[src/rtl/if_prefetch_buffer.sv]
// ---------------------------------------------------------------------------
// if_prefetch_buffer
//
// Instruction prefetch unit placed directly in front of the IF stage. It
// keeps up to MAX_OUTSTANDING instruction-memory transactions in flight,
// queues returned words in a FIFO_DEPTH-entry FIFO and hands them to the IF
// stage through a valid/ready handshake together with their PC. A redirect
// (branch_i) flushes the queue, discards every response still in flight and
// restarts fetching at the new target.
//
// Optional build macro:
//   IF_FIFO_BYPASS_EN - when defined, a returning word can be presented on
//                       instr_o in the same cycle it arrives, provided the
//                       FIFO is empty, nothing is being discarded and no
//                       redirect is in progress.
//
// Ports:
//   clk, rst            clock and synchronous active-high reset
//   fetch_en_i          allow new memory requests
//   boot_addr_i         fetch start address loaded on reset
//   branch_i            redirect pulse
//   branch_addr_i       redirect target (bits [1:0] ignored)
//   instr_req_o         memory request, held until instr_gnt_i
//   instr_addr_o        word-aligned request address
//   instr_gnt_i         request accepted
//   instr_rvalid_i      instr_rdata_i valid
//   instr_rdata_i       returned instruction word
//   valid_o             instr_o / pc_o valid towards IF
//   instr_o, pc_o       head instruction and its address
//   ready_i             IF consumes the head on valid_o & ready_i
//   busy_o              requests outstanding, discards pending or request held
// ---------------------------------------------------------------------------
module if_prefetch_buffer #(
  parameter int WORD_WIDTH      = 32,
  parameter int FIFO_DEPTH      = 4,
  parameter int MAX_OUTSTANDING = 2
) (
  input  logic                  clk,
  input  logic                  rst,
  input  logic                  fetch_en_i,
  input  logic [WORD_WIDTH-1:0] boot_addr_i,
  input  logic                  branch_i,
  input  logic [WORD_WIDTH-1:0] branch_addr_i,
  output logic                  instr_req_o,
  output logic [WORD_WIDTH-1:0] instr_addr_o,
  input  logic                  instr_gnt_i,
  input  logic                  instr_rvalid_i,
  input  logic [WORD_WIDTH-1:0] instr_rdata_i,
  output logic                  valid_o,
  output logic [WORD_WIDTH-1:0] instr_o,
  output logic [WORD_WIDTH-1:0] pc_o,
  input  logic                  ready_i,
  output logic                  busy_o
);

  localparam int PTR_W = (FIFO_DEPTH > 1) ? $clog2(FIFO_DEPTH) : 1;
  localparam int CNT_W = $clog2(FIFO_DEPTH + 1);

  localparam logic [CNT_W-1:0]      CNT_ZERO     = CNT_W'(0);
  localparam logic [CNT_W-1:0]      CNT_ONE      = CNT_W'(1);
  localparam logic [CNT_W-1:0]      MAX_OUT_C    = CNT_W'(MAX_OUTSTANDING);
  localparam logic [CNT_W:0]        FIFO_DEPTH_C = (CNT_W + 1)'(FIFO_DEPTH);
  localparam logic [PTR_W-1:0]      PTR_ZERO     = PTR_W'(0);
  localparam logic [PTR_W-1:0]      PTR_ONE      = PTR_W'(1);
  localparam logic [WORD_WIDTH-1:0] ADDR_STEP    = WORD_WIDTH'(4);

  typedef enum logic [1:0] {
    ST_IDLE       = 2'd0,
    ST_REQ        = 2'd1,
    ST_FLUSH_WAIT = 2'd2
  } state_e;

  state_e                state_q, state_d;
  logic [WORD_WIDTH-1:0] fetch_addr_q, fetch_addr_d;
  logic [WORD_WIDTH-1:0] target_q, target_d;
  logic [WORD_WIDTH-1:0] head_pc_q, head_pc_d;
  logic [WORD_WIDTH-1:0] fifo_q [FIFO_DEPTH];
  logic [WORD_WIDTH-1:0] fifo_d [FIFO_DEPTH];
  logic [PTR_W-1:0]      rd_ptr_q, rd_ptr_d;
  logic [PTR_W-1:0]      wr_ptr_q, wr_ptr_d;
  logic [CNT_W-1:0]      count_q, count_d;
  logic [CNT_W-1:0]      outstanding_q, outstanding_d;
  logic [CNT_W-1:0]      discard_q, discard_d;

  logic                  req_s, gnt_s, drop_s, push_s, pop_s;
  logic                  byp_s, byp_take_s, valid_s, issue_ok_s;
  logic [WORD_WIDTH-1:0] branch_tgt_s, instr_s;
  logic [CNT_W:0]        reserved_s;
  logic                  addr_lsb_unused_s;

  // Low address bits are architecturally ignored on both address inputs.
  assign addr_lsb_unused_s = ^{branch_addr_i[1:0], boot_addr_i[1:0]};

  // Handshake qualifiers shared by the datapath and the FSM.
  always_comb begin
    branch_tgt_s = {branch_addr_i[WORD_WIDTH-1:2], 2'b00};
    req_s        = (state_q != ST_IDLE);
    gnt_s        = req_s & instr_gnt_i;
    drop_s       = instr_rvalid_i & (discard_q != CNT_ZERO);
`ifdef IF_FIFO_BYPASS_EN
    byp_s        = instr_rvalid_i & (count_q == CNT_ZERO) &
                   (discard_q == CNT_ZERO) & ~branch_i;
`else
    byp_s        = 1'b0;
`endif
    byp_take_s   = byp_s & ready_i;
    valid_s      = (count_q != CNT_ZERO) | byp_s;
    // A pop in a redirect cycle is ignored because the FIFO is being cleared.
    pop_s        = (count_q != CNT_ZERO) & ready_i & ~branch_i;
    // A response arriving in the redirect cycle belongs to the old stream.
    push_s       = instr_rvalid_i & (discard_q == CNT_ZERO) & ~branch_i & ~byp_take_s;
  end

  // Counters, FIFO pointers/storage and the two address registers.
  always_comb begin
    outstanding_d = outstanding_q + (gnt_s ? CNT_ONE : CNT_ZERO)
                                  - (instr_rvalid_i ? CNT_ONE : CNT_ZERO);

    // On a redirect everything still in flight (including a grant in this
    // very cycle) becomes stale. A request held in FLUSH_WAIT joins the
    // discard set when it is finally granted.
    if (branch_i) begin
      discard_d = outstanding_d;
    end else begin
      discard_d = discard_q - (drop_s ? CNT_ONE : CNT_ZERO)
                + (((state_q == ST_FLUSH_WAIT) && gnt_s) ? CNT_ONE : CNT_ZERO);
    end

    fifo_d = fifo_q;
    if (push_s) begin
      fifo_d[wr_ptr_q] = instr_rdata_i;
    end else begin
      fifo_d[wr_ptr_q] = fifo_q[wr_ptr_q];
    end

    if (branch_i) begin
      count_d  = CNT_ZERO;
      rd_ptr_d = PTR_ZERO;
      wr_ptr_d = PTR_ZERO;
    end else begin
      count_d  = count_q + (push_s ? CNT_ONE : CNT_ZERO) - (pop_s ? CNT_ONE : CNT_ZERO);
      rd_ptr_d = rd_ptr_q + (pop_s ? PTR_ONE : PTR_ZERO);
      wr_ptr_d = wr_ptr_q + (push_s ? PTR_ONE : PTR_ZERO);
    end

    if (branch_i) begin
      head_pc_d = branch_tgt_s;
    end else if (pop_s || byp_take_s) begin
      head_pc_d = head_pc_q + ADDR_STEP;
    end else begin
      head_pc_d = head_pc_q;
    end

    target_d = branch_i ? branch_tgt_s : target_q;

    // A held, ungranted request keeps its address; the target is applied
    // once that request is granted (FLUSH_WAIT).
    if (branch_i && !(req_s && !gnt_s)) begin
      fetch_addr_d = branch_tgt_s;
    end else if (gnt_s && (state_q == ST_FLUSH_WAIT)) begin
      fetch_addr_d = target_q;
    end else if (gnt_s) begin
      fetch_addr_d = fetch_addr_q + ADDR_STEP;
    end else begin
      fetch_addr_d = fetch_addr_q;
    end

    // Issue decision uses post-update occupancy so FIFO space is reserved
    // for every granted request and a push can never overflow.
    reserved_s = {1'b0, count_d} + {1'b0, outstanding_d};
    issue_ok_s = fetch_en_i & (outstanding_d < MAX_OUT_C) & (reserved_s < FIFO_DEPTH_C);
  end

  // Request FSM next-state logic.
  always_comb begin
    state_d = state_q;
    case (state_q)
      ST_IDLE: begin
        state_d = issue_ok_s ? ST_REQ : ST_IDLE;
      end
      ST_REQ: begin
        if (gnt_s) begin
          state_d = issue_ok_s ? ST_REQ : ST_IDLE;
        end else if (branch_i) begin
          state_d = ST_FLUSH_WAIT;
        end else begin
          state_d = ST_REQ;
        end
      end
      ST_FLUSH_WAIT: begin
        if (gnt_s) begin
          state_d = issue_ok_s ? ST_REQ : ST_IDLE;
        end else begin
          state_d = ST_FLUSH_WAIT;
        end
      end
      default: begin
        state_d = ST_IDLE;
      end
    endcase
  end

  // Head-of-queue instruction, optionally taken straight from the bus.
  always_comb begin
    instr_s = {WORD_WIDTH{1'b0}};
    if (count_q != CNT_ZERO) begin
      instr_s = fifo_q[rd_ptr_q];
    end else if (byp_s) begin
      instr_s = instr_rdata_i;
    end else begin
      instr_s = {WORD_WIDTH{1'b0}};
    end
  end

  // State register with synchronous reset.
  always_ff @(posedge clk) begin
    if (rst) begin
      state_q       <= ST_IDLE;
      fetch_addr_q  <= {boot_addr_i[WORD_WIDTH-1:2], 2'b00};
      target_q      <= {boot_addr_i[WORD_WIDTH-1:2], 2'b00};
      head_pc_q     <= {boot_addr_i[WORD_WIDTH-1:2], 2'b00};
      rd_ptr_q      <= PTR_ZERO;
      wr_ptr_q      <= PTR_ZERO;
      count_q       <= CNT_ZERO;
      outstanding_q <= CNT_ZERO;
      discard_q     <= CNT_ZERO;
      for (int i = 0; i < FIFO_DEPTH; i++) begin
        fifo_q[i] <= {WORD_WIDTH{1'b0}};
      end
    end else begin
      state_q       <= state_d;
      fetch_addr_q  <= fetch_addr_d;
      target_q      <= target_d;
      head_pc_q     <= head_pc_d;
      rd_ptr_q      <= rd_ptr_d;
      wr_ptr_q      <= wr_ptr_d;
      count_q       <= count_d;
      outstanding_q <= outstanding_d;
      discard_q     <= discard_d;
      for (int i = 0; i < FIFO_DEPTH; i++) begin
        fifo_q[i] <= fifo_d[i];
      end
    end
  end

  assign instr_req_o  = req_s;
  assign instr_addr_o = fetch_addr_q;
  assign valid_o      = valid_s;
  assign instr_o      = instr_s;
  assign pc_o         = head_pc_q;
  assign busy_o       = (outstanding_q != CNT_ZERO) | (discard_q != CNT_ZERO) | req_s;

endmodule
[config.mk]
export PLATFORM = sky130hd
export DESIGN_NAME = if_prefetch_buffer
export DESIGN_NICKNAME = d
export VERILOG_FILES = /design/src/rtl/if_prefetch_buffer.sv
export SDC_FILE = /design/constraint.sdc
export NUM_CORES = 1
export LEC_CHECK = 0
export CELL_PAD_IN_SITES_DETAIL_PLACEMENT = 1
export CELL_PAD_IN_SITES_GLOBAL_PLACEMENT = 2
export CORE_MARGIN = 2
export CORE_UTILIZATION = 30
export DETAILED_ROUTE_END_ITERATION = 7
export PLACE_DENSITY = 0.79
export SLEW_MARGIN = 20
export SYNTH_ARGS = -nofsm -noshare
export SYNTH_HDL_FRONTEND = slang
export SYNTH_SLANG_ARGS = --single-unit
[constraint.sdc]
create_clock -name clk -period 2.6 [get_ports clk]
set_input_delay 0.39 -clock clk [delete_from_list [all_inputs] [get_ports clk]]
set_output_delay 0.39 -clock clk [all_outputs]
set_load 0.01 [all_outputs]
# Word-level counts from Yosys, hierarchy flattened
# Index checks and enable logic that the tools add are counted.
[word_totals] reg_bits=237 latchBits=0 ramBits=0 mem_bits_ro=0 in_bits=103 out_inout_bits=99 memories=0
[classes] addsub=11 n_mul=0 div=0 order_cmp=5 n_eq_ne=2 shift=0 mux=36 n_bitwise=13 n_reduce_logical=18
[op_table] op="two-way mux 32 bit" count=15
[op_table] op="bitwise mux 128 bit" count=2
[op_table] op="binary-select mux 32 bit (select 2 bit)" count=2
[op_table] op="two-way mux 128 bit" count=1
[op_table] op="adder 32 x 3 -> 32 bit, second input constant" count=2
[op_table] op="demux 32 bit (select 2 bit)" count=1
[op_table] op="nonzero test 3 bit" count=4
[op_table] op="adder 3 x 1 -> 3 bit" count=3
[op_table] op="two-way mux 1 bit" count=9
[op_table] op="subtractor 3 x 1 -> 3 bit" count=3
[op_table] op="AND 1 bit" count=8
[op_table] op=">= comparator 3 bit, second input constant" count=2
[op_table] op="two-way mux 2 bit" count=3
[op_table] op="two-way mux 3 bit" count=2
[op_table] op="NOT 2 -> 3 bit" count=2
[op_table] op="case mux 2 bit (3 select lines)" count=1
[op_table] op="nonzero test 2 bit" count=3
[op_table] op="adder 2 x 1 -> 2 bit" count=2
[op_table] op="adder 3 x 3 -> 4 bit" count=1
[op_table] op="logical AND 1 bit" count=4
[op_table] op="less-than comparator 4 x 3 -> 1 bit, second input constant" count=1
[op_table] op="nonzero test 4 bit" count=1
[op_table] op="OR reduction 2 bit" count=2
[op_table] op="zero test 3 bit" count=1
[op_table] op="other kinds (8)" count=10

# Longest topological paths before layout
# Gate-level depths: netlist (run 1).
[logic_depth] word_depth=13 mapped_depth=17 ltp_nobuf=16

# Worst setup path before layout (run 1)
# OpenSTA, ideal clock, no wires.
[synth_timing] path_type="register -> register" start="register state_q[1]" end="register state_q[0]" setup_time_ns=0.065 arrival_ns=2.809 path_slack_ns=-0.274 stages_incl_launch_ff=18 path_buffers=1 path_cell_list="dfxtp_1 buf_2 nor2_1 inv_1 nand2_1 ha_1 inv_1 ha_1 inv_1 fa_1 xnor2_1 xnor2_1 ha_1 nor3_1 nand4_1 nor3_1 nor2_1 nor2_1"
[synth_via] elab_chain_cells=11
[synth_rtl] element="start: declaration" line="73" rtl="state_e state_q, state_d;"
[synth_rtl] element="start signal: assignment" line="231" rtl="state_q <= state_d;"
[synth_rtl] element="nonzero test 2 bit *" line="97" rtl="req_s = (state_q != ST_IDLE);"
[synth_rtl] element="net instr_req_o" line="44" rtl="output logic instr_req_o,"
[synth_rtl] element="AND 1 bit *" line="98" rtl="gnt_s = req_s & instr_gnt_i;"
[synth_rtl] element="two-way mux 1 bit *" line="116" rtl="outstanding_d = outstanding_q + (gnt_s ? CNT_ONE : CNT_ZERO)"
[synth_rtl] element="adder 3 x 1 -> 3 bit *" line="116"
[synth_rtl] element="subtractor 3 x 1 -> 3 bit *" line="117" rtl="- (instr_rvalid_i ? CNT_ONE : CNT_ZERO);"
[synth_rtl] element="net outstanding_d[2]" line="82" rtl="logic [CNT_W-1:0] outstanding_q, outstanding_d;"
[synth_rtl] element="adder 3 x 3 -> 4 bit or less-than comparator 3 x 2 -> 1 bit (tied branches)" line="170, 171"
[synth_rtl] element="less-than comparator 4 x 3 -> 1 bit or AND 1 bit (tied branches)" line="171" rtl="issue_ok_s = fetch_en_i & (outstanding_d < MAX_OUT_C) & (reserved_s < FIFO_DEPTH_C);"
[synth_rtl] element="AND 1 bit *" line="171"
[synth_rtl] element="two-way mux 1 bit *" line="179, 183, 192"
[synth_rtl] element="two-way mux 2 bit (on tied branches)" line="191, 182"
[synth_rtl] element="case mux 2 bit (3 select lines) *" line="177" rtl="case (state_q)"
# The timed path passes the listed nets; every way through them passes the cells marked *.
# A chain may end at the register's enable or synchronous reset.

# Worst setup path in the final report (run 1)
[layout_timing] start="register count_q[2]" end="register state_q[0]"
[layout_via] elab_chain_cells=12
[layout_rtl] element="start: declaration" line="81" rtl="logic [CNT_W-1:0] count_q, count_d;"
[layout_rtl] element="start signal: assignment" line="237" rtl="count_q <= count_d;"
[layout_rtl] element="nonzero test 3 bit" line="109" rtl="pop_s = (count_q != CNT_ZERO) & ready_i & ~branch_i;"
[layout_rtl] element="AND 1 bit (2 in series)" line="109"
[layout_rtl] element="two-way mux 1 bit" line="141" rtl="count_d = count_q + (push_s ? CNT_ONE : CNT_ZERO) - (pop_s ? CNT_ONE : CNT_ZERO);"
[layout_rtl] element="subtractor 3 x 1 -> 3 bit *" line="141"
[layout_rtl] element="two-way mux 3 bit *" line="136" rtl="if (branch_i) begin"
[layout_rtl] element="net count_d[2]" line="81"
[layout_rtl] element="adder 3 x 3 -> 4 bit *" line="170" rtl="reserved_s = {1'b0, count_d} + {1'b0, outstanding_d};"
[layout_rtl] element="less-than comparator 4 x 3 -> 1 bit *" line="171"
[layout_rtl] element="AND 1 bit *" line="171"
[layout_rtl] element="two-way mux 1 bit *" line="179, 183, 192"
[layout_rtl] element="two-way mux 2 bit (on tied branches)" line="191, 182"
[layout_rtl] element="case mux 2 bit (3 select lines) *" line="177"
# Marks and branches as above.

==> flow_metrics.tcl, run 1 <==
set metrics [dict create \
    outcome "completed" \
    vias 11200 \
    min-delay-path-class "in2reg" \
    worst_setup_hold_path_clk_slew_ns 0.06 \
    synthDominantAreaCellType "sky130_fd_sc_hd__dfxtp_1" \
    crit_required_ns 3.09 \
    final_antenna_net_count 0 \
    synth-seq-area-share_pct 43.5 \
    worstSetupEndpointType "register" \
    ys_warn_count 0 \
    detail_route.wirelength_um 44600 \
    top_usage_layer "met2" \
    syn_inst 1373 \
    grt_pass1_vias 11636 \
    vias_per_cell 5.25 \
    floorplan.initialDensity_pct 30.4 \
    crit_path_top_delay_cell "sky130_fd_sc_hd__or3_4" \
    tritoncts_num_sinks 233 \
    worstPathCellList "or3_4 -> nand2_4 -> xnor2_1 -> nor2_1 -> ha_1 -> inv_1 -> fa_2 -> xnor2_2 -> nor2_1 -> ha_1 -> nor3_1 -> nand4_1 -> nor3_2 -> nor2_1 -> nor2_1" \
    hold_depth 2 \
    grt_remaining_overflow 0 \
    nNetsFinal 1688 \
    die_area_um2 44300 \
    area_delta_synth_final_pct 33.4 \
    first_pass_grt_wire_length_um 69500 \
    grt_antenna_before_repair 0 \
    final-instance-count-excl-fill 2133 \
    pwr_density_cell_nw_per_um2 681 \
    power_w 0.0116 \
    setup.worst_path.class "reg2reg" \
    maximum_clock_rate_mhz 393 \
    finalCriticalPeriod_ns 2.54 \
    htree_levels 1 \
    cts-buffers-inserted 28 \
    worst_setup_path_startpoint "count_q[2]$_SDFF_PP0_" \
    r2r-start "count_q[2]$_SDFF_PP0_" \
    ff2ff_path_depth 15 \
    routed_wire_length_per_instance_um 20.9 \
    synth_top_cell_area_share_pct 22.4 \
    mean_cell_area_of_the_mapped_netlist_um2 9.32 \
    tightestPinTransition_ns 1.11 \
    cts_buffer_depth 3 \
    rows 75 \
    dp_hpwl_um 29100 \
    placed_instance_count 2066 \
    drt_pass1_iterations 4 \
    yosys-top-cells-area "sky130_fd_sc_hd__dfxtp_1, sky130_fd_sc_hd__edfxtp_1, sky130_fd_sc_hd__mux4_2" \
    number_of_failing_setup_endpoints_in_the_final_timing_report 0 \
    synth_edf_count 90 \
    min_from "rst" \
    grt.total_usage_pct 20.0 \
    fin_skew_ns 0.0213 \
    finalCritPeriodShare_pct 97.9 \
    synth_flop_cell "sky130_fd_sc_hd__dfxtp_1" \
    pin_count 202 \
    cp_num_buf_inv 1 \
    routabilityCongestion 0.816 \
    clockRootBuffer "sky130_fd_sc_hd__clkbuf_16" \
    holdBufCountCts 0 \
    clock_latency_ns 0.55 \
    ir_worst_vdd_v 0.000853 \
    synthDistinctLibCells 55 \
    gr-usage-met1_pct 27.1 \
    synth_seq_cells 233 \
    count_of_maximum_capacitance_violations 0 \
    cts_tree "done" \
    pre_cts_slack_ns -0.468 \
    die_h_um 211 \
    number_of_diodes 0 \
    number_of_hold_slack_violations_in_the_final_timing_report 0 \
    cell_area_synth_um2 12800 \
    layout.cells.most_common_list "sky130_fd_sc_hd__nor2_1, sky130_fd_sc_hd__clkdlybuf4s50_1, sky130_fd_sc_hd__nor3_1" \
    max_slew_margin_pct 25.8 \
    crit_path_arrival_time_ns 3.04 \
    drt_first_iter_violations 784 \
    gr-usage-met3_pct 2.31 \
    max_stage_delay_ns 0.40 \
    route.detailed.drc 0 \
    grtUsageMet2_pct 33.8 \
    place.port_buffers 193 \
    path_depth 15 \
    final_critical_path_setup_slack_ns 0.0557 \
    final_common_cell "sky130_fd_sc_hd__nor2_1" \
    cpLargestDelayFamily "simple AND/OR/NAND/NOR gates" \
    core_area_um2 42000 \
    die_span_x_um 211 \
    cp_max_fo 2 \
    fraction_of_synthesis_flops_using_an_asynchronous_set_or_reset_pin_pct 0 \
    power_leakage_nw 6.49 \
    grt_setup_unrepaired "yes" \
    maxSlewViolCount 0 \
    worst_path_most_repeated_cell "sky130_fd_sc_hd__nor2_1" \
    layout-drive-gt1-share_pct 17.9 \
    maximum_number_of_pins_on_one_net_before_global_route_repair 84 \
    timing.critical_path.from_type "register" \
]
-- layer usage --
layer | routed length (um) | vias to the layer above
met5 | 0 | -
met3 | 2080 | 64
li1 | - | 5258
met1 | 20200 | 5586
met2 | 21300 | 292
met4 | 984 | 0
-- final timing paths --
check                                   end  slack (ns)
setup / recovery      state_q[0]$_SDFF_PP0_        0.06
setup reg to reg      state_q[0]$_SDFF_PP0_        0.06
hold reg to reg     fifo_q[26]$_SDFFE_PP0P_        0.50
hold / removal    instr_addr_o[4]$_DFFE_PP_        0.37
-- power by group --
part / switching, W / internal (W)
logic: 0.00124 / 0.00129
clock network: 0.00167 / 0.00292
registers: 0.000326 / 0.00418
-- timing repair --
action | CTS | global route
pin swaps | 0 | 3
hold endpoints to repair | 0 | 0
resized for setup | 97 | 11
cloned | 3 | 0
endpoints found under the setup margin | 33 | 12
setup buffers | 12 | 2
-- Yosys cell counts, types with 27 or more instances --
master / n
sky130_fd_sc_hd__xnor2_1: 39
sky130_fd_sc_hd__dfxtp_1: 143
sky130_fd_sc_hd__mux4_2: 64
sky130_fd_sc_hd__edfxtp_1: 90
sky130_fd_sc_hd__buf_2: 29
sky130_fd_sc_hd__inv_1: 40
sky130_fd_sc_hd__nor3_1: 146
sky130_fd_sc_hd__nor2_1: 310
sky130_fd_sc_hd__o21ai_0: 46
sky130_fd_sc_hd__mux2_2: 39
sky130_fd_sc_hd__and2_1: 37
sky130_fd_sc_hd__nand3_1: 27
sky130_fd_sc_hd__nand2_1: 79
sky130_fd_sc_hd__clkbuf_1: 65
-- through the flow --
stage,util [%],area (um2),setup TNS [ns],hold slack [ns]
floorplan,-,12900,0,0.475
global placement,37.5,15800,-0.637,0.483
detailed placement,37.5,15800,-0.930,0.496
CTS,40.6,17100,-0.198,0.327
global route,40.6,17100,-0.0967,0.385
finish,40.6,17100,0,0.372
-- registers in the layout (all words and copies together) (netlist names) --
name,count
pc_o,30
rd_ptr_q,2
state_q,2
discard_q,3
count_q,3
fifo_q,128
target_q,30
instr_addr_o,30
outstanding_q,3
wr_ptr_q,2
-- cell type report --
cell class              count  area, um2
fillers                  4737      25000
multi-input cells         995       6750
flip-flops and latches    233       5580
repair buffers            274       2840
clock buffers              35        779
well taps                 539        674
clock inverters            17        295
inverters                  40        150
-- cells by family (layout without fill, tap and decap cells) --
group | count (synthesis) | count (layout) | share of synthesized area (%)
mux | 108 | 108 | 15.1
fa+ha+maj | 14 | 14 | 1.53
compound gates | 141 | 141 | 7.13
xor+xnor | 64 | 64 | 4.38
buf+inv | 148 | 366 | 4.81
simple gates | 664 | 664 | 23.5
other cells | 1 | 4 | 0.0293
flops | 233 | 233 | 43.5
No activity file was read; power rests on OpenSTA's default activity.
==> run 2: changes to the inputs <==
==> constraint.sdc (replaced) <==
create_clock -name clk -period 2.6 [get_ports clk]
set_input_delay 0.39 -clock clk [delete_from_list [all_inputs] [get_ports clk]]
set_output_delay 0.39 -clock clk [all_outputs]
set_load 0.05 [all_outputs]
==> flow_metrics.tcl, run 2 (synthesis results as in run 1) <==
set metrics [dict create \
    crit_path_arrival_time_ns 3.07 \
    power.sequential.fraction_pct 39.5 \
    gr-usage-met1_pct 26.8 \
    max_slew_margin_pct 24.9 \
    setup.worst_path.class "reg2reg" \
    die_area_um2 44300 \
    combinationalPowerShare_pct 25.9 \
    vias 11154 \
    clock_latency_ns 0.56 \
    cts-buffers-inserted 28 \
    maximum_clock_rate_mhz 380 \
    number_of_diodes 0 \
    area_used_by_sequential_logic_in_the_layout_um2 5570 \
    vias_per_cell 5.28 \
    clockRootBuffer "sky130_fd_sc_hd__clkbuf_16" \
    final_common_cell "sky130_fd_sc_hd__nor2_1" \
    power_frac_clock_pct 34.7 \
    maximum_number_of_pins_on_one_net_before_global_route_repair 103 \
    power.internal_w 0.00783 \
    largest_reg_flops 128 \
    gr-usage-met3_pct 2.96 \
    cts_buffer_depth 3 \
    final_antenna_net_count 0 \
    place.port_buffers 193 \
    fillerInstances 4674 \
    cts_tree "done" \
    tns_ns -0.0289 \
    htree_levels 1 \
    dp_hpwl_um 29800 \
    ir_worst_vdd_v 0.000499 \
    pwr_density_cell_nw_per_um2 673 \
    core_area_um2 42000 \
    min-delay-path-class "in2reg" \
    power_leakage_nw 6.33 \
    outcome "finished with violations" \
    nNetsFinal 1671 \
    grt_pass1_vias 11871 \
    grtUsageMet2_pct 34.4 \
    floorplan.initialDensity_pct 30.4 \
    final_critical_path_setup_slack_ns -0.0289 \
    detail_route.wirelength_um 45000 \
    largest-register "fifo_q" \
    grt_remaining_overflow 0 \
    grt_antenna_before_repair 2 \
    top_usage_layer "met2" \
    maxSlewViolCount 0 \
    timing.critical_path.from_type "register" \
    cp_max_fo 2 \
    tightestPinTransition_ns 1.12 \
    layout-drive-gt1-share_pct 17.5 \
    area_of_the_multi_input_gates_um2 6750 \
    route.detailed.drc 0 \
    netSwitchingFraction_pct 31.6 \
    grt.total_usage_pct 20.1 \
    holdBufCountCts 0 \
    finalCritPeriodShare_pct 101 \
    final-instance-count-excl-fill 2114 \
    crit_required_ns 3.04 \
    area_delta_synth_final_pct 33.0 \
    grt_setup_unrepaired "yes" \
    routabilityCongestion 0.813 \
    worstSetupEndpointType "register" \
    p_sw_w 0.00362 \
    finalCriticalPeriod_ns 2.63 \
    placed_instance_count 2062 \
    number_of_hold_slack_violations_in_the_final_timing_report 0 \
    die_span_x_um 211 \
    routed_wire_length_per_instance_um 21.3 \
    die_h_um 211 \
    drt_first_iter_violations 657 \
    tritoncts_num_sinks 233 \
    first_pass_grt_wire_length_um 70100 \
    number_of_failing_setup_endpoints_in_the_final_timing_report 1 \
    rows 75 \
    layout.cells.most_common_list "sky130_fd_sc_hd__nor2_1, sky130_fd_sc_hd__clkdlybuf4s50_1, sky130_fd_sc_hd__nor3_1" \
    count_of_maximum_capacitance_violations 0 \
    drt_pass1_iterations 5 \
    worst_setup_hold_path_clk_slew_ns 0.06 \
    pin_count 202 \
    violated_checks "negative setup slack" \
    fin_skew_ns 0.0110 \
]
==> run 2: timing repair <==
item / CTS / global route
resized for setup: 7 / 4
setup buffers: 1 / 0
endpoints found under the hold margin: 0 / 0
pin swaps: 1 / 2
setup endpoints to repair: 2 / 15
cloned: 0 / 1
==> run 2: worst paths after layout <==
kind | from | end | slack [ns] | depth (start not counted)
worst max-delay path | count_q[2]$_SDFF_PP0_ | state_q[0]$_SDFF_PP0_ | -0.03 | 14
worst min-delay path | rst | count_q[2]$_SDFF_PP0_ | 0.05 | 2
worst max register to register | count_q[2]$_SDFF_PP0_ | state_q[0]$_SDFF_PP0_ | -0.03 | 14
worst min register to register | fifo_q[90]$_SDFFE_PP0P_ | fifo_q[90]$_SDFFE_PP0P_ | 0.51 | 2
==> run 2: stage by stage <==
step	util [%]	instance area, um2	total power [W]	setup slack (ns)	hold slack (ns)
6_report	40.5	17000	0.0115	-0.0289	0.0481
5_1_grt	40.5	17000	0.0120	-0.209	0.0282
3_5_place_dp	38.1	16000	0.00754	-0.498	0.492
2_1_floorplan	-	12900	0.00640	-0.0257	0.475
3_3_place_gp	38.1	16000	0.00746	-0.444	0.484
4_1_cts	40.4	17000	0.0116	-0.0304	0.0222
==> run 2: metal layers <==
layer | wire [um] | part of all wire [%]
met1 | 20000 | 44
met2 | 21600 | 48
met3 | 2400 | 5.3
met4 | 977 | 2.2
met5 | 33 | 0.073
==> run 2: area by class of cell <==
type	instances	area share, %
clock buffer	43	4.87
clock inverter	7	0.500
inverter	40	0.911
multi-input combinational	995	39.6
sequential	233	32.7
tap	539	3.96
timing repair buffer	257	17.4
==> run 2: power groups by stage <==
stage          clock (W)  sequential, W  combinational [W]
2_1_floorplan          0        0.00493            0.00147
3_3_place_gp           0        0.00456            0.00290
3_5_place_dp           0        0.00459            0.00295
4_1_cts          0.00408        0.00451            0.00297
5_1_grt          0.00422        0.00457            0.00321
6_report         0.00397        0.00452            0.00296
==> run 2: critical path: stages, from the launching register on <==
cell	delay [ns]
sky130_fd_sc_hd__dfxtp_2	0.33
sky130_fd_sc_hd__or3_4	0.40
sky130_fd_sc_hd__nand2_4	0.09
sky130_fd_sc_hd__xnor2_1	0.06
sky130_fd_sc_hd__nor2_1	0.10
sky130_fd_sc_hd__ha_1	0.15
sky130_fd_sc_hd__inv_1	0.05
sky130_fd_sc_hd__fa_2	0.54
sky130_fd_sc_hd__nor2_2	0.04
sky130_fd_sc_hd__ha_1	0.27
sky130_fd_sc_hd__nand4b_1	0.14
sky130_fd_sc_hd__nand4_1	0.14
sky130_fd_sc_hd__nor3_2	0.04
sky130_fd_sc_hd__nor2_1	0.12
sky130_fd_sc_hd__nor2_1	0.05
==> run 3: changes to the inputs <==
MAX_ROUTING_LAYER = met4   (was default)
==> flow_metrics.tcl, run 3 (synthesis results as in run 1) <==
set metrics [dict create \
    max_slew_margin_pct 26.1 \
    clock_latency_ns 0.56 \
    min-delay-path-class "in2reg" \
    power.sequential.fraction_pct 39.4 \
    largest-register "fifo_q" \
    final_common_cell "sky130_fd_sc_hd__nor2_1" \
    vias_per_cell 5.25 \
    pwr_density_cell_nw_per_um2 673 \
    finalCritPeriodShare_pct 101 \
    r2r-start "count_q[2]$_SDFF_PP0_" \
    fillerInstances 4676 \
    final_cell_area_um2 17000 \
    outcome "finished with violations" \
    die_area_um2 44300 \
    placed_instance_count 2062 \
    wl_met3_um 2270 \
    routed_met2_length_um 21500 \
    final_critical_path_setup_slack_ns -0.0145 \
    final-instance-count-excl-fill 2116 \
    tritoncts_num_sinks 233 \
    clockRootBuffer "sky130_fd_sc_hd__clkbuf_16" \
    crit_path_arrival_time_ns 3.05 \
    cts_tree "done" \
    tns_ns -0.0145 \
    count_of_maximum_capacitance_violations 0 \
    layout-drive-gt1-share_pct 17.5 \
    routed_wire_length_per_instance_um 21.3 \
    drt_pass1_iterations 5 \
    p_sw_w 0.00363 \
    min_from "rst" \
    maximum_number_of_pins_on_one_net_before_global_route_repair 103 \
    nNetsFinal 1671 \
    ir_worst_vdd_v 0.000496 \
    rows 75 \
    htree_levels 1 \
    drt_first_iter_violations 651 \
    grt.total_usage_pct 20.8 \
    number_of_hold_slack_violations_in_the_final_timing_report 0 \
    crit_required_ns 3.04 \
    routabilityCongestion 0.825 \
    largest_reg_flops 128 \
    netSwitchingFraction_pct 31.7 \
    power.internal_w 0.00783 \
    pin_count 202 \
    placed_standard_cell_area_um2 16000 \
    cts-buffers-inserted 28 \
    worstSetupEndpointType "register" \
    worst_setup_path_startpoint "count_q[2]$_SDFF_PP0_" \
    dr.max_layer_used "met4" \
    area_delta_synth_final_pct 33.1 \
    die_span_x_um 211 \
    violated_checks "negative setup slack" \
    power_frac_clock_pct 34.7 \
    floorplan.initialDensity_pct 30.4 \
    vias 11112 \
    finalCriticalPeriod_ns 2.61 \
    core_area_um2 42000 \
    die_h_um 211 \
    route.detailed.drc 0 \
    maxSlewViolCount 0 \
    cp_max_fo 2 \
    setup.worst_path.class "reg2reg" \
    grt_antenna_before_repair 2 \
    power_w 0.0115 \
    timing.critical_path.from_type "register" \
    number_of_failing_setup_endpoints_in_the_final_timing_report 1 \
    first_pass_grt_wire_length_um 70200 \
    layout.cells.most_common_list "sky130_fd_sc_hd__nor2_1, sky130_fd_sc_hd__clkdlybuf4s50_1, sky130_fd_sc_hd__nor3_1" \
    fin_skew_ns 0.0103 \
    power_leakage_nw 6.33 \
    pre_cts_slack_ns -0.498 \
    maximum_clock_rate_mhz 382 \
    place.port_buffers 193 \
    combinationalPowerShare_pct 25.8 \
    grt_remaining_overflow 0 \
    grt_pass1_vias 11848 \
    worst_setup_hold_path_clk_slew_ns 0.06 \
    grt_setup_unrepaired "yes" \
    cts_buffer_depth 3 \
    detail_route.wirelength_um 45000 \
    dp_hpwl_um 29800 \
    tightestPinTransition_ns 1.11 \
    final_antenna_net_count 0 \
    met1_layer_wirelength_in_the_final_routing_um 20200 \
]
-- run 3: cell count changes in the layout (fill, tap and decap cells not counted) --
cell,previous run,this run
sky130_fd_sc_hd__diode_2,0,2
-- run 3: per-stage QoR --
step	hold slack, ns	util (%)
2_1_floorplan	0.475	-
3_3_place_gp	0.484	38.1
3_5_place_dp	0.492	38.1
4_1_cts	0.0222	40.4
5_1_grt	0.0282	40.5
6_report	0.0544	40.5
-- run 3: critical path, cell delays in order, from the launching register on --
cell and delay, ns:
sky130_fd_sc_hd__dfxtp_2 0.33, sky130_fd_sc_hd__or3_4 0.40, sky130_fd_sc_hd__nand2_4 0.09, sky130_fd_sc_hd__xnor2_1 0.06, sky130_fd_sc_hd__nor2_1 0.10, sky130_fd_sc_hd__ha_1 0.15, sky130_fd_sc_hd__inv_1 0.05, sky130_fd_sc_hd__fa_2 0.54
sky130_fd_sc_hd__nor2_2 0.04, sky130_fd_sc_hd__ha_1 0.27, sky130_fd_sc_hd__nand4b_1 0.13, sky130_fd_sc_hd__nand4_1 0.14, sky130_fd_sc_hd__nor3_2 0.04, sky130_fd_sc_hd__nor2_1 0.11, sky130_fd_sc_hd__nor2_1 0.04
-- run 3: repair_timing --
action | 4_1_cts | 5_1_grt
endpoints found under the setup margin | 2 | 15
buffers inserted | 1 | 0
gates cloned | 0 | 1
pin swaps | 1 | 2
hold buffers | 0 | 0
gates resized for setup | 7 | 4
hold endpoints to repair | 0 | 0
-- run 3: final timing paths --
check,endpoint,slack (ns),depth (start not counted)
max,state_q[0]$_SDFF_PP0_,-0.01,14
min,count_q[2]$_SDFF_PP0_,0.05,2
max reg2reg,state_q[0]$_SDFF_PP0_,-0.01,14
min reg2reg,fifo_q[38]$_SDFFE_PP0P_,0.51,2
-- run 3: power groups by stage --
stage	Clock (W)	Sequential, W	Combinational, W
after floorplan	0	0.00493	0.00147
after global placement	0	0.00456	0.00290
after detailed placement	0	0.00459	0.00295
after CTS	0.00408	0.00451	0.00297
after global routing	0.00422	0.00457	0.00322
final	0.00398	0.00452	0.00296
-- run 3: area by class of cell --
type	instances	area (um2)	share of cell area [%]
Antenna cell	2	5.00	0.0294
Clock buffer	43	828	4.86
Clock inverter	7	85.1	0.500
Inverter	40	155	0.911
Multi-Input combinational cell	995	6750	39.6
Sequential cell	233	5570	32.7
Tap cell	539	674	3.96
Timing Repair Buffer	257	2960	17.4
-- run 3: metal layers --
metal  vias to the layer above  global-route usage, %
met2                       305                   34.4
li1                       5241                      -
met3                        59                   2.88
met1                      5507                   27.0
met5                         -                      -
met4                         0                   4.69
